### config.mk
export PLATFORM = sky130hd
export DESIGN_NAME = cdb_broadcaster
export DESIGN_NICKNAME = d
export VERILOG_FILES = /design/src/rtl/cdb_broadcaster.sv
export SDC_FILE = /design/constraint.sdc
export NUM_CORES = 1
export LEC_CHECK = 0
export ABC_AREA = 1
export BUFFER_PORTS_ARGS = -buffer_cell sky130_fd_sc_hd__buf_2
export CORE_ASPECT_RATIO = 0.8
export CORE_MARGIN = 5
export CORE_UTILIZATION = 30
export DETAILED_ROUTE_END_ITERATION = 10
export PLACE_DENSITY_LB_ADDON = 0.05
export SLEW_MARGIN = 20
export SYNTH_ARGS = -nofsm -noshare
export SYNTH_HDL_FRONTEND = slang
export SYNTH_SLANG_ARGS = --single-unit
### constraint.sdc
create_clock -name clk -period 7.05 [get_ports clk]
set_input_delay 0.3525 -clock clk [delete_from_list [all_inputs] [get_ports clk]]
set_output_delay 0.3525 -clock clk [all_outputs]
set_load 0.005 [all_outputs]
### src/rtl/cdb_broadcaster.sv
// cdb_broadcaster
//   Common Data Bus transmitter. Each functional unit pushes completed
//   results (tag + data) into its own small FIFO; a round-robin arbiter
//   pops one head entry per cycle and drives it as a registered broadcast.
//
// Ports
//   clk, rst      : clock, asynchronous active-high reset
//   flush         : synchronous; drops every queued result and the next broadcast
//   src_valid     : per-source result offer
//   src_rs_num    : per-source 8-bit tag, source i in [8i+7:8i]; tag 0 is dropped
//   src_data      : per-source 32-bit result, source i in [32i+31:32i]
//   src_ready     : per-source "FIFO not full", from registered occupancy only
//   cdb_rs_num    : broadcast tag, 0 when idle
//   cdb_data      : broadcast value, 0 when idle
//   cdb_src       : winning source index, 0 when idle
module cdb_broadcaster #(
    parameter int N_FU  = 4,
    parameter int DEPTH = 2,
    localparam int SW   = (N_FU > 1) ? $clog2(N_FU) : 1
) (
    input  logic                 clk,
    input  logic                 rst,
    input  logic                 flush,
    input  logic [N_FU-1:0]      src_valid,
    input  logic [8*N_FU-1:0]    src_rs_num,
    input  logic [32*N_FU-1:0]   src_data,
    output logic [N_FU-1:0]      src_ready,
    output logic [7:0]           cdb_rs_num,
    output logic [31:0]          cdb_data,
    output logic [SW-1:0]        cdb_src
);

    localparam int PW = $clog2(DEPTH);
    localparam int CW = PW + 1;

    logic [7:0]    tag_mem  [N_FU][DEPTH];
    logic [31:0]   data_mem [N_FU][DEPTH];
    logic [PW-1:0] wr_ptr   [N_FU];
    logic [PW-1:0] rd_ptr   [N_FU];
    logic [CW-1:0] count    [N_FU];
    logic [SW-1:0] rr_ptr;

    logic [N_FU-1:0] nonempty;
    logic [N_FU-1:0] push;
    logic [N_FU-1:0] pop;
    logic            found;
    logic [SW-1:0]   winner;
    logic [SW-1:0]   cand;
    logic [SW-1:0]   next_rr;
    int unsigned     idx;
    logic [7:0]      head_tag;
    logic [31:0]     head_data;

    // Ready depends only on registered occupancy, so a full FIFO refuses a
    // push even when it is popped on the same edge.
    always_comb begin
        src_ready = '0;
        nonempty  = '0;
        push      = '0;
        for (int unsigned i = 0; i < N_FU; i++) begin
            src_ready[i] = (count[i] != CW'(DEPTH));
            nonempty[i]  = (count[i] != '0);
            push[i]      = src_valid[i] && src_ready[i] &&
                           (src_rs_num[8*i +: 8] != 8'h00) && !flush;
        end
    end

    // Round-robin search starting at rr_ptr; first non-empty source wins.
    always_comb begin
        found  = 1'b0;
        winner = '0;
        idx    = 0;
        cand   = '0;
        for (int unsigned k = 0; k < N_FU; k++) begin
            idx  = (32'(rr_ptr) + k) % N_FU;
            cand = SW'(idx);
            if (!found && nonempty[cand]) begin
                found  = 1'b1;
                winner = cand;
            end
        end
    end

    always_comb begin
        pop = '0;
        for (int unsigned i = 0; i < N_FU; i++) begin
            pop[i] = found && (winner == SW'(i)) && !flush;
        end
        head_tag  = tag_mem[winner][rd_ptr[winner]];
        head_data = data_mem[winner][rd_ptr[winner]];
        next_rr   = (winner == SW'(N_FU - 1)) ? '0 : winner + SW'(1);
    end

    // Storage is not reset; occupancy alone decides what is valid.
    always_ff @(posedge clk) begin
        for (int unsigned i = 0; i < N_FU; i++) begin
            if (push[i]) begin
                tag_mem[i][wr_ptr[i]]  <= src_rs_num[8*i +: 8];
                data_mem[i][wr_ptr[i]] <= src_data[32*i +: 32];
            end
        end
    end

    always_ff @(posedge clk or posedge rst) begin
        if (rst) begin
            for (int unsigned i = 0; i < N_FU; i++) begin
                wr_ptr[i] <= '0;
                rd_ptr[i] <= '0;
                count[i]  <= '0;
            end
            rr_ptr     <= '0;
            cdb_rs_num <= '0;
            cdb_data   <= '0;
            cdb_src    <= '0;
        end else if (flush) begin
            // rr_ptr deliberately survives a flush.
            for (int unsigned i = 0; i < N_FU; i++) begin
                wr_ptr[i] <= '0;
                rd_ptr[i] <= '0;
                count[i]  <= '0;
            end
            cdb_rs_num <= '0;
            cdb_data   <= '0;
            cdb_src    <= '0;
        end else begin
            for (int unsigned i = 0; i < N_FU; i++) begin
                if (push[i]) begin
                    wr_ptr[i] <= wr_ptr[i] + PW'(1);
                end
                if (pop[i]) begin
                    rd_ptr[i] <= rd_ptr[i] + PW'(1);
                end
                if (push[i] && !pop[i]) begin
                    count[i] <= count[i] + CW'(1);
                end else if (!push[i] && pop[i]) begin
                    count[i] <= count[i] - CW'(1);
                end
            end
            if (found) begin
                cdb_rs_num <= head_tag;
                cdb_data   <= head_data;
                cdb_src    <= winner;
                rr_ptr     <= next_rr;
            end else begin
                cdb_rs_num <= '0;
                cdb_data   <= '0;
                cdb_src    <= '0;
            end
        end
    end

endmodule

; Yosys cells after proc, flatten, opt, wreduce, memory -nomap -nowiden
; Memory sizes are Yosys's and may differ from the RTL's.
; Cells that the tools add are included.
[classes]
n_reduce_logical = 69
add_sub_neg = 20
n_lt_le_gt_ge = 14
eq_ne = 7
muxes = 79
n_bitwise = 7
[ops]
columns = cell, n
row1 = $mux W32, 9
row2 = $mux W64, 4
row3 = $demux W32 S1, 4
row4 = $mux W8, 10
row5 = $mux W16, 4
row6 = $logic_and A1 B1 Y1, 35
row7 = $demux W8 S1, 4
row8 = $reduce_bool A8 Y1, 4
row9 = $mux W2, 15
row10 = $reduce_bool A2 Y1, 12
row11 = $mux W1, 22
row12 = $add A2 B1 Y2 const B, 6
row13 = $logic_not A1 Y1, 12
row14 = $lt A2 B3 Y1 const B, 4
row15 = $reduce_bool A3 Y1, 4
row16 = $bmux W1 S2, 5
row17 = $ge A2 B2 Y1 const B, 5
row18 = $not A1 Y2, 5
row19 = $add A1 B1 Y1 const B, 8
row20 = $lt A2 B1 Y1 const B, 4
row21 = $mux W4, 2
row22 = $ne A2 B2 Y1 const B, 4
row23 = $sub A2 B1 Y2 const B, 4
row24 = $add A2 B2 Y2 const B, 2
row25 = 7 further kinds, 8
[word_totals]
reg_bits = 60
ramBits = 320
in_bits = 167
memories = 2
[memory_table]
columns = memory, depth, word_bits, read_ports, rd_clocked_by_memory_dff, wr, line
row1 = data_mem, 4, 64, 1, 0, 4, 37  ; logic [31:0] data_mem [N_FU][DEPTH];
row2 = tag_mem, 4, 16, 1, 0, 4, 36  ; logic [7:0] tag_mem [N_FU][DEPTH];

; Depth between registers and ports, before layout
; Gate-level depths: netlist of the first run.
[logic_depth]
ltp_word = 23
depth_mapped = 18
ltp_nobuf = 16

; Worst setup path after synthesis of the first run
; Ideal clock, no wire load.
[synth_timing]
path_kind = input-to-reg
start = input port flush
end = memory data_mem[3][0] (netlist name) (enable)
arrival_time_ps = 3034
path_stages = 6
setup_ps = 437
required_time_ps = 6613
path_slack_ps = 3579
path_buffers = 3
path_cell_list = clkbuf_1 inv_1 clkbuf_1 buf_1 nand2_1 nor2_1
[synth_lines]
columns = item, line
row1 = "start, declared", 23  ; input logic flush,
row2 = "end, declared", 37

; Worst setup path after layout of the first run
[layout_timing]
start = register rr_ptr[0]
end = register cdb_data[23]
[layout_between]
elab_chain_len = 22
[layout_rtl]
columns = item, line
row1 = "start, declared", 41  ; logic [SW-1:0] rr_ptr;
row2 = "start signal, assigned", 143  ; rr_ptr <= next_rr;
row3 = "parallel branches: the longest is 20 deep, another holds $add A2 B1 Y2", -
row4 = $mux W32 (*), 139  ; if (found) begin
row5 = $mux W32 (*), 115  ; end else if (flush) begin
row6 = "end signal, assigned", 141  ; cdb_data <= head_data;
row7 = "end, declared", 29  ; output logic [31:0] cdb_data,
; Mark *: on every way between the ends. The select of a mux whose other input is x is not followed.
; A chain may end at the register's enable or synchronous reset.

==> summary.md, run 1 <==
| Metric | Value |
|---|---|
| Status | `completed` |
| Final critical-path required period | `3.701 ns` |
| Count of pins on the block boundary | `between 200 and 250` |
| Hold path depth | `1` |
| Number of synthesized flops with an enable pin | `320` |
| Setup repair after global routing missed its margin | `no` |
| Portion of synthesized cell area occupied by the leading cell type | `60.95%` |
| CTS buffer count | `43` |
| Main area contributors after synthesis | `sky130_fd_sc_hd__edfxtp_1 (61%), sky130_fd_sc_hd__nand2_1 (13%), sky130_fd_sc_hd__dfrtp_1 (9.5%)` |
| Relative slew slack | `28.99%` |
| Estimated wirelength of the detail-placed design | `28,960 um` |
| Maximum number of pins on one net before global-route repair | `171` |
| Count of cell instances traversed by the critical path | `17` |
| Unique cell type count in the Yosys netlist | `26` |
| Crit path capture type | `flop` |
| Primary FF master, synth | `sky130_fd_sc_hd__edfxtp_1` |
| Post-synthesis cell type with the largest combined area | `sky130_fd_sc_hd__edfxtp_1` |
| Maximum fanout along the worst path | `170` |
| Cells after Synth | `1,495` |
| Buffer type at the clock tree root | `sky130_fd_sc_hd__clkbuf_16` |
| Height of the die | `215.0 um` |
| Cell repeated most along the worst path | `sky130_fd_sc_hd__nand2_1` |
| Library cell with the highest instance count after synthesis | `sky130_fd_sc_hd__nand2_1` |
| Mean number of vias per cell | `~4.4` |
| PwrDens | `528.0 nW/um^2` |
| Worst path slowest cell | `sky130_fd_sc_hd__nand2_8` |
| Area taken by flip-flops and latches | `around 11,000 sq um` |
| Actual transition at the worst max-transition pin | `roughly 1.1 ns` |
| Worst path bufs/invs | `3` |
| Total via count after detailed routing | `11,230` |
| Buffers added on ports | `212` |
| Number of flip-flops and latches in the synthesized netlist | `380` |
| Vias in the first global route | `11,490` |
| Commonest cells post-synth | `sky130_fd_sc_hd__nand2_1 (547), sky130_fd_sc_hd__edfxtp_1 (320), sky130_fd_sc_hd__inv_1 (146)` |
| Final setup viols | `0` |
| Number of fill cells | `5,115` |
| Nets | `around 2,000` |
| Average instance area after synthesis | `10.55 sq um` |
| Routed wire length | `46,570 um` |
| Clock tree from TritonCTS | `done` |
| Share of layout cells above drive strength 1 | `around 16%` |
| Data arrival time of the critical path | `between 4 and 5 ns` |
| Part of the Yosys area used for sequential elements | `70.47%` |
| CTS Sinks | `380` |
| Post-CTS setup-driven buffer insertion count | `0` |
| Area grow syn2layout | `29.97%` |
| Netlist area before placement | `around 16,000 sq um` |
| Period Utilization, post-route | `52.50%` |
| Total of hold buffers inserted after clock tree synthesis | `~150` |
| Synth warnings | `0` |
| Clock slew at the register clock pins of the worst setup and hold paths | `0.06 ns` |
| Wire length of the first global-routing pass | `70,070 um` |
| Critical path launch point type | `flop` |
| Number of nets in the synthesized netlist | `1,663` |
| Count of H-tree levels built during CTS | `2` |
| Worst-case vdd ir drop | `approximately 0.7 mV` |
| Leakage power of the design | `around 8.7 nW` |
| Hold/Removal Path Class | `in -> reg` |
| Post-route total power | `approximately 11 mW` |
| Number of buffers on the longest clock path | `3` |
| CORE AREA | `52,270 sq um` |
| Post-route ant nets | `0` |
| Data required time of the worst path | `7.49 ns` |
| Initial antenna violation count | `7` |
| Ys async rst share | `15.79%` |
| Worst clock skew | `0.009708 ns` |
| Min Hold Slack | `0.03790 ns` |
| Count of cells along the worst register-to-register path | `17` |
| Number of violations of the max-capacitance limit | `0` |
| Total global-route track usage | `16.14%` |
| Horiz. Die Dim | `266.3 um` |
| DRC violations left | `0` |
| Final total negative setup slack | `0 ns` |
| Achievable clock frequency | `approximately 270 MHz` |
| Cell breakdown of the critical path | `inv_2 -> nand2_1 -> nand2_1 -> nand3_1 -> nand2_2 -> nor2_4 -> nand2_1 -> nand3_1 -> nand2_8 -> buf_4 -> nand2_1 -> o21ai_0 -> nand2_1 -> nand2_1 -> inv_1 -> nor2_1 -> nor2_1` |
| Area of the multi-input gates | `3854 sq um` |
| Final hold violation count | `0` |
| Top cell family by delay on the critical path | `simple AND/OR/NAND/NOR gates` |
| Max-slew violation count | `0` |
| Remaining global-route overflow | `0` |
| Wire length per cell after detailed routing | `18.06 um` |
| Skew-Pair Late Insertion Delay | `0.56 ns` |
| Critical path class | `reg -> reg` |
| Initial core utilization | `a little under a third` |
| Resized cells post-CTS | `0` |
| Longest individual stage delay on the worst path | `0.78 ns` |
| Std cell rows | `75` |
| GPL Wtd Cong | `0.7643` |
| Floorplan die area | `57,270 sq um` |
| Post-layout instance area | `between 20,000 and 25,000 sq um` |
| Number of DRC markers after the initial detailed-route iteration | `~540` |
| Count of TritonRoute iterations in the first routing pass | `5` |
| Placement-stage cell area | `approximately 18,000 sq um` |
## layout by cell type (no fill, tap or decap), types with 2 or more instances in the layout
cell type,n
sky130_fd_sc_hd__edfxtp_1,320
sky130_fd_sc_hd__nand4_1,7
sky130_fd_sc_hd__clkinv_1,3
sky130_fd_sc_hd__bufinv_16,3
sky130_fd_sc_hd__nand2_1,547
sky130_fd_sc_hd__nor2_1,99
sky130_fd_sc_hd__a21oi_1,5
sky130_fd_sc_hd__inv_1,145
sky130_fd_sc_hd__clkbuf_1,16
sky130_fd_sc_hd__nor4_1,8
sky130_fd_sc_hd__nor2_4,11
sky130_fd_sc_hd__dlygate4sd3_1,151
sky130_fd_sc_hd__dfrtp_1,60
sky130_fd_sc_hd__clkbuf_16,45
sky130_fd_sc_hd__clkbuf_8,5
sky130_fd_sc_hd__o22ai_1,3
sky130_fd_sc_hd__nand2_2,2
sky130_fd_sc_hd__buf_2,212
sky130_fd_sc_hd__inv_2,2
sky130_fd_sc_hd__nand3_1,114
sky130_fd_sc_hd__nand3_2,2
sky130_fd_sc_hd__nand3_4,3
sky130_fd_sc_hd__buf_4,14
sky130_fd_sc_hd__diode_2,4
sky130_fd_sc_hd__clkinv_2,6
sky130_fd_sc_hd__o21ai_0,90
## final timing paths
path / from / endpoint / slack (ns)
setup / recovery: rr_ptr[0] / cdb_data[23] / 3.35
hold / removal: src_rs_num[10] / tag_mem[1][2] / 0.04
max in group asynchronous: rst / cdb_src[1] / 5.74
hold reg to reg: rd_ptr[0] / rd_ptr[0] / 0.51
setup reg to reg: rr_ptr[0] / cdb_data[23] / 3.35
min in group asynchronous: rst / cdb_data[14] / 0.35
## sequential cells by signal, indices dropped and copies added, names as in the netlist
name,count
rd_ptr,4
wr_ptr,4
tag_mem,64
count,8
cdb_data,32
cdb_rs_num,8
data_mem,256
rr_ptr,2
cdb_src,2
## final cells by class
class                   count  share of cell area [%]
diodes                      4                 0.04885
clock buffers              66                   6.124
clock inverters            12                  0.6411
inverters                 148                   2.723
multi-input cells         897                   18.81
flip-flops and latches    380                   54.22
well taps                 693                   4.232
repair buffers            378                   13.20
## kinds of logic after synthesis
| logic type | synth area share, % |
|---|---|
| AO/OA/AOI/OAI | 3.317 |
| adder cells (fa/ha/maj) | 0.07935 |
| buffers and inverters | 5.793 |
| flip-flops | 70.47 |
| AND/OR/NAND/NOR | 20.34 |
## report_power, final
part	switching, mW	leakage [nW]	internal, mW	total [mW]
Sequential	0.123	3.69	2.78	2.91
Combinational	3.97	4.37	1.72	5.70
Clock	0.886	0.680	1.33	2.22
Total	4.98	8.74	5.84	10.8
## per-layer routing
layer	wire length, um	share of wire [%]	vias up	track usage (%)
li1	-	-	5626	-
met2	21420	46	217	26.11
met5	48	0.10	-	0
met3	2086	4.5	59	3.133
met1	22160	48	5315	22.52
met4	852	1.8	8	3.980
## through the flow
stage               std cells  setup WS (ns)  util (%)
global route             2576          2.843     39.19
global placement         2344          3.110     33.59
CTS                      2573          2.973     39.13
detailed placement       2344          2.975     33.59
floorplan                1495          3.579         -
finish                   2578          3.349     39.20
(Power assumes the default switching activity.)
==> run 2, diff against run 1 <==
Settings changed: ABC_AREA 1 to 0.
Clock period 7.05 ns to 3.9 ns, I/O delays scaled along.
==> run 2 against run 1 <==
  * Count of clock-buffer cells in the layout unchanged
  * Register-to-register slack worse by 2.3 ns
  * Final cell count fell by 18%
  * Core utilization increased by 1.2 points
  * Global-route usage rose by 1.7 points
  * Worst hold slack better by 0.087 ns
  * Highest routed layer unchanged
  * Sequential power rose by 77%
  * Flip-flop and latch count did not move
  * Critical endpoint is now cdb_data[4]
  * Worst setup slack worse by 2.3 ns
  * Area after synthesis down 3.4%
  * Critical path type unchanged
==> summary.md, run 2 <==
| Metric | Value |
|---|---|
| Status | `completed` |
| Std cell rows | `73` |
| Total of hold buffers inserted after clock tree synthesis | `161` |
| Count of TritonRoute iterations in the first routing pass | `5` |
| Initial core utilization | `30.49%` |
| First element of the critical path | `count[4]` |
| Maximum number of pins on one net before global-route repair | `102` |
| Number of fill cells | `4,777` |
| Area grow syn2layout | `32.62%` |
| Final setup slack of the worst path | `around 1.1 ns` |
| Achievable clock frequency | `353.8 MHz` |
| Worst r2r dst | `cdb_data[4]` |
| Portion of synthesized cell area occupied by the leading cell type | `63.09%` |
| Average instance area after synthesis | `14.76 sq um` |
| Total via count after detailed routing | `10,500` |
| Startpoint of the worst-slack reg-to-reg timing path | `count[4]` |
| Worst path slowest cell | `sky130_fd_sc_hd__o21a_4` |
| CTS buffer count | `44` |
| DRC violations left | `0` |
| Count of pins on the block boundary | `213` |
| Number of buffers on the longest clock path | `3` |
| Top cell family by delay on the critical path | `compound AO/OA/AOI/OAI gates` |
| Worst slack after detailed placement | `1.014 ns` |
| Cell breakdown of the critical path | `o21bai_1 -> o21a_4 -> nand2_8 -> buf_4 -> a211oi_1 -> a311o_1 -> a21oi_1` |
| Number of violations of the max-capacitance limit | `0` |
| Crit path capture type | `flop` |
| Floorplan die area | `55,400 sq um` |
| Final critical-path required period | `roughly 2.8 ns` |
| Setup repair after global routing missed its margin | `no` |
| Synth warnings | `0` |
| Relative slew slack | `~32%` |
| Number of flip-flops and latches in the synthesized netlist | `380` |
| PwrDens | `837.8 nW/um^2` |
| Hold/Removal Path Class | `in -> reg` |
| Most common cell after layout, fill and taps aside | `sky130_fd_sc_hd__edfxtp_1` |
| Number of nets in the synthesized netlist | `between 1,000 and 1,500` |
| Number of synthesized flops with an enable pin | `320` |
| Post-CTS setup-driven buffer insertion count | `0` |
| Commonest cells after routing, fill and taps aside | `sky130_fd_sc_hd__edfxtp_1 (320), sky130_fd_sc_hd__buf_2 (212), sky130_fd_sc_hd__dlygate4sd3_1 (161)` |
| Critical path launch point type | `flop` |
| Nets | `~1,600` |
| Final total negative setup slack | `0 ns` |
| Skew-Pair Late Insertion Delay | `0.57 ns` |
| Primary FF master, synth | `sky130_fd_sc_hd__edfxtp_1` |
| Share of layout cells above drive strength 1 | `23.09%` |
| Number of flip-flops under the largest register name | `256` |
| Worst path bufs/invs | `1` |
| Ys async rst share | `15.79%` |
| Clock tree from TritonCTS | `done` |
| CORE AREA | `49,960 sq um` |
| Estimated wirelength of the detail-placed design | `29,850 um` |
| Total global-route track usage | `17.86%` |
| Unique cell type count in the Yosys netlist | `54` |
| Final hold violation count | `0` |
| Final setup viols | `0` |
| Routed wire length | `50,160 um` |
| Area taken by flip-flops and latches | `11,110 sq um` |
| Cells after Synth | `1,032` |
| Count of cells along the worst register-to-register path | `7` |
| Post-synthesis cell type with the largest combined area | `sky130_fd_sc_hd__edfxtp_1` |
| Height of the die | `211.5 um` |
| Wire length per cell after detailed routing | `roughly 24 um` |
| Critical path class | `reg -> reg` |
| Data arrival time of the critical path | `between 3 and 4 ns` |
| Main area contributors after synthesis | `sky130_fd_sc_hd__edfxtp_1 (63%), sky130_fd_sc_hd__dfrtp_1 (9.9%), sky130_fd_sc_hd__and3_1 (4.9%)` |
| Actual transition at the worst max-transition pin | `1.016 ns` |
| CTS Sinks | `380` |
| Horiz. Die Dim | `261.9 um` |
| Clock slew at the register clock pins of the worst setup and hold paths | `0.06 ns` |
| Remaining global-route overflow | `0` |
| Setup slack of the worst register-to-register path | `1.07 ns` |
| Buffers added on ports | `roughly 210` |
| Period Utilization, post-route | `72.47%` |
| Count of cell instances traversed by the critical path | `7` |
| Wire length of the first global-routing pass | `73,260 um` |
| Initial antenna violation count | `5` |
| Maximum fanout along the worst path | `48` |
| Post-route ant nets | `0` |
| GPL Wtd Cong | `between 0.7 and 0.8` |
| Mean number of vias per cell | `4.993` |
| Number of DRC markers after the initial detailed-route iteration | `528` |
| Commonest cells post-synth | `sky130_fd_sc_hd__edfxtp_1 (320), sky130_fd_sc_hd__and3_1 (120), sky130_fd_sc_hd__nand3_1 (86)` |
| Hold path depth | `5` |
| End point of the critical path | `cdb_data[4]` |
| Leakage power of the design | `7.847 nW` |
| Netlist area before placement | `15,230 sq um` |
| Part of the Yosys area used for sequential elements | `72.95%` |
| Library cell with the highest instance count after synthesis | `sky130_fd_sc_hd__edfxtp_1` |
| Area of the multi-input gates | `3837 sq um` |
| Vias in the first global route | `11,120` |
| Worst clock skew | `~0.019 ns` |
| Resized cells post-CTS | `0` |
| Data required time of the worst path | `4.29 ns` |
| Worst-case vdd ir drop | `0.8812 mV` |
| Buffer type at the clock tree root | `sky130_fd_sc_hd__clkbuf_16` |
| HP Start | `src_valid[2]` |
| Count of H-tree levels built during CTS | `2` |
| Max-slew violation count | `0` |
| Longest individual stage delay on the worst path | `about 0.54 ns` |
## run 2: cell count changes after synthesis, sizes merged, moves of 26 or more
| cell | before | now |
|---|---|---|
| nand2 | 550 | 47 |
| inv | 148 | 4 |
| and3 | 0 | 120 |
| nor2 | 110 | 23 |
| o21ai | 91 | 4 |
| a211o | 0 | 81 |
| clkbuf | 14 | 58 |
| a211oi | 0 | 42 |
| a311o | 0 | 40 |
| a21oi | 5 | 42 |
| nand3 | 119 | 86 |
| buf | 56 | 30 |
## run 2: how the worst min path moves through the flow
stage	to	slack, ns
after detailed placement	data_mem[0][37]	0.39
after global placement	data_mem[0][37]	0.38
after CTS	count[3]	0.09
after floorplan	data_mem[0][0]	0.29
final	count[3]	0.12
after global routing	count[3]	0.11
## run 2: kinds of logic (layout without fill, tap and decap cells)
logic type / count (synthesis) / count (layout) / share of synthesized area, %
fa+ha+maj: 1 / 1 / 0.08214
xor+xnor: 16 / 16 / 0.9201
simple gates: 310 / 310 / 11.02
mux: 3 / 3 / 0.2054
flops: 380 / 380 / 72.95
compound gates: 230 / 230 / 12.18
other cells: 0 / 2 / 0
buf+inv: 92 / 485 / 2.637
## run 2: cell type report
| type | instances | area share, % |
|---|---|---|
| diodes | 2 | 0.02478 |
| clock buffers | 66 | 6.560 |
| clock inverters | 14 | 0.6194 |
| inverters | 4 | 0.09291 |
| multi-input cells | 560 | 19.00 |
| flip-flops and latches | 380 | 55.01 |
| well taps | 675 | 4.181 |
| repair buffers | 401 | 14.52 |
## run 2: layer usage
metal / GRT usage [%] / wire length [um]
met1: 24.62 / 22790
met5: 0 / 44
met4: 5.028 / 1237
met2: 28.99 / 23610
met3: 3.506 / 2471
## run 2: worst register-to-register path: stages, from the launching register on
cell and delay [ns]:
sky130_fd_sc_hd__dfrtp_1 0.45, sky130_fd_sc_hd__o21bai_1 0.33, sky130_fd_sc_hd__o21a_4 0.54, sky130_fd_sc_hd__nand2_8 0.31, sky130_fd_sc_hd__buf_4 0.44, sky130_fd_sc_hd__a211oi_1 0.39
sky130_fd_sc_hd__a311o_1 0.16, sky130_fd_sc_hd__a21oi_1 0.06
## run 2: report_power, final
part	leakage (nW)	switching [mW]	total (mW)	internal, mW
Clock	0.706	1.63	4.10	2.47
Combinational	3.42	4.82	7.65	2.84
Sequential	3.72	0.202	5.16	4.96
Total	7.85	6.65	16.9	10.3
## run 2: stage by stage
stage / utilization [%] / power, mW / hold slack (ns) / cells / instance area, sq um
6_report: 40.43 / 16.92 / 0.1247 / 2102 / 20200
4_1_cts: 40.42 / 17.22 / 0.09432 / 2100 / 20190
5_1_grt: 40.42 / 18.08 / 0.1134 / 2101 / 20200
3_5_place_dp: 34.29 / 12.89 / 0.3860 / 1859 / 17130
2_1_floorplan: - / 10.50 / 0.2939 / 1032 / 15270
3_3_place_gp: 34.29 / 12.88 / 0.3844 / 1859 / 17130
==> run 3, diff against run 2 <==
Settings changed: ABC_AREA 0 to 1.
Clock period 3.9 ns to 2.7 ns, I/O delays scaled along.
==> run 3 against run 2 <==
  * Clock skew rose by 0.0074 ns
  * Largest cell class unchanged
  * Worst setup slack got worse by 0.89 ns
  * Flip-flop and latch count is the same
  * Total power rose by 84%
  * Cell area grew 5.6%
==> summary.md, run 3 (synthesis gave the netlist of run 1 again) <==
| Metric | Value |
|---|---|
| Routed wire length | `about 50,000 um` |
| Mean number of vias per cell | `between 4 and 5` |
| Buffers added on ports | `212` |
| Data arrival time of the critical path | `between 2 and 3 ns` |
| CORE AREA | `52,270 sq um` |
| Height of the die | `between 200 and 250 um` |
| Final critical-path required period | `2.519 ns` |
| Number of buffers on the longest clock path | `3` |
| Top cell family by delay on the critical path | `simple AND/OR/NAND/NOR gates` |
| Count of TritonRoute iterations in the first routing pass | `5` |
| Commonest cells after routing, fill and taps aside | `sky130_fd_sc_hd__nand2_1 (547), sky130_fd_sc_hd__edfxtp_1 (320), sky130_fd_sc_hd__buf_2 (212)` |
| Worst path slowest cell | `sky130_fd_sc_hd__dfrtp_2` |
| Area grow syn2layout | `35.25%` |
| Data required time of the worst path | `3.14 ns` |
| Post-route ant nets | `0` |
| Count of cells along the worst register-to-register path | `16` |
| Post-layout instance area | `about 21,000 sq um` |
| Remaining global-route overflow | `0` |
| Min Hold Slack | `0.02845 ns` |
| Maximum number of pins on one net before global-route repair | `81` |
| Vias in the first global route | `11,520` |
| CTS buffer count | `44` |
| Number of violations of the max-capacitance limit | `0` |
| Share of layout cells above drive strength 1 | `18.60%` |
| Number of DRC markers after the initial detailed-route iteration | `~620` |
| CTS Sinks | `380` |
| Post-route total power | `approximately 31 mW` |
| Setup slack of the worst register-to-register path | `about 0.18 ns` |
| Hold/Removal Path Class | `in -> reg` |
| Achievable clock frequency | `397.0 MHz` |
| Count of pins on the block boundary | `213` |
| Hold path depth | `4` |
| Max-slew violation count | `0` |
| Horiz. Die Dim | `266.3 um` |
| Initial antenna violation count | `3` |
| HP Start | `src_valid[0]` |
| Worst clock skew | `0.02656 ns` |
| Count of H-tree levels built during CTS | `2` |
| Final setup viols | `0` |
| Buffer type at the clock tree root | `sky130_fd_sc_hd__clkbuf_16` |
| Actual transition at the worst max-transition pin | `0.9870 ns` |
| Total global-route track usage | `16.98%` |
| Nets | `2,068` |
| Clock slew at the register clock pins of the worst setup and hold paths | `0.06 ns` |
| GPL Wtd Cong | `0.7462` |
| Cell breakdown of the critical path | `inv_2 -> nand2_1 -> nand3_1 -> nand2_2 -> nor2_4 -> nand3_2 -> nand2_1 -> nand2_8 -> buf_16 -> clkbuf_16 -> o21ai_0 -> nand2_1 -> nand2_1 -> inv_1 -> nor2_1 -> nor2_1` |
| Initial core utilization | `30.16%` |
| Cell repeated most along the worst path | `sky130_fd_sc_hd__nand2_1` |
| Status | `completed` |
| Most common cell after layout, fill and taps aside | `sky130_fd_sc_hd__nand2_1` |
| Crit path capture type | `flop` |
| Maximum fanout along the worst path | `37` |
| DRC violations left | `0` |
| Floorplan die area | `57,270 sq um` |
| Relative slew slack | `34.04%` |
| Worst r2r dst | `cdb_rs_num[6]` |
| Longest individual stage delay on the worst path | `about 0.46 ns` |
| Startpoint of the worst-slack reg-to-reg timing path | `rr_ptr[0]` |
| Skew-Pair Late Insertion Delay | `0.58 ns` |
| Worst path bufs/invs | `4` |
| Clock tree from TritonCTS | `done` |
| PwrDens | `1461 nW/um^2` |
| Final hold violation count | `0` |
| Estimated wirelength of the detail-placed design | `roughly 32,000 um` |
| Wire length of the first global-routing pass | `~73,000 um` |
| Period Utilization, post-route | `approximately 93%` |
| Std cell rows | `75` |
| Critical path launch point type | `flop` |
| Worst-case vdd ir drop | `1.488 mV` |
| Leakage power of the design | `9.150 nW` |
| Critical path class | `reg -> reg` |
| Total via count after detailed routing | `11,510` |
| Wire length per cell after detailed routing | `18.86 um` |
| Sink of the worst hold path | `wr_ptr[3]` |
| Placement-stage cell area | `18,090 sq um` |
| Number of flip-flops under the largest register name | `about 260` |
==> run 3: cell count changes in the layout (fill, tap and decap cells not counted), sizes merged, moves of 40 or more <==
cell / delta
a211o: -81
a211oi: -42
a311o: -40
and3: -120
inv: +142
nand2: +503
nor2: +87
o21ai: +87
==> run 3: per-layer routing <==
metal | wire length [um] | global-route usage [%] | part of all wire, %
met1 | 23270 | 23.80 | 47
met2 | 23280 | 27.64 | 47
met3 | 2082 | 2.939 | 4.2
met4 | 929 | 4.134 | 1.9
met5 | 27 | 0 | 0.054
==> run 3: worst max-delay path by stage <==
stage	slack, ns	end	start	cells after the start
floorplan	-0.39	data_mem[1][0]	count[5]	7
global placement	0.09	cdb_data[10]	rr_ptr[0]	17
detailed placement	0.11	cdb_data[12]	rr_ptr[0]	17
CTS	0.05	cdb_data[12]	rr_ptr[0]	17
global route	-0.003	cdb_data[19]	rr_ptr[0]	14
finish	0.18	cdb_rs_num[6]	rr_ptr[0]	16
==> run 3: through the flow <==
| stage | worst slack (ns) | TNS (ns) | std cells | util [%] |
|---|---|---|---|---|
| finish | 0.1811 | 0 | 2630 | 40.80 |
| global route | -0.003357 | -0.004303 | 2630 | 40.80 |
| CTS | 0.04732 | 0 | 2623 | 40.58 |
| detailed placement | 0.1060 | 0 | 2379 | 34.61 |
| global placement | 0.08871 | 0 | 2379 | 34.61 |
| floorplan | -0.3852 | -61.63 | 1495 | - |
==> run 3: report_power, final <==
group	internal [mW]	switching, mW
clock network	3.73	2.45
logic	6.16	11.3
registers	7.27	0.279
total	17.2	14.0
==> run 3: what timing repair did <==
item | CTS | global route
hold buffers | 162 | 0
endpoints found under the setup margin | 0 | 49
setup buffers | 0 | 4
resized for setup | 0 | 8
hold endpoints to repair | 343 | 0
==> run 3: worst register-to-register path, delay by kind of cell, from the launching register on <==
| kind | cells | cell delay [ns] |
|---|---|---|
| flops | 1 | 0.46 |
| buf+inv | 4 | 0.61 |
| compound gates | 1 | 0.19 |
| simple gates | 11 | 1.13 |
==> run 3: area by class of cell <==
cell class / instances / area, sq um
diodes: 1 / 2.502
clock buffers: 61 / 1257
clock inverters: 21 / 239.0
fillers: 5104 / 30940
inverters: 148 / 556.8
multi-input cells: 897 / 3865
flip-flops and latches: 380 / 11110
well taps: 693 / 867.1
repair buffers: 429 / 3425
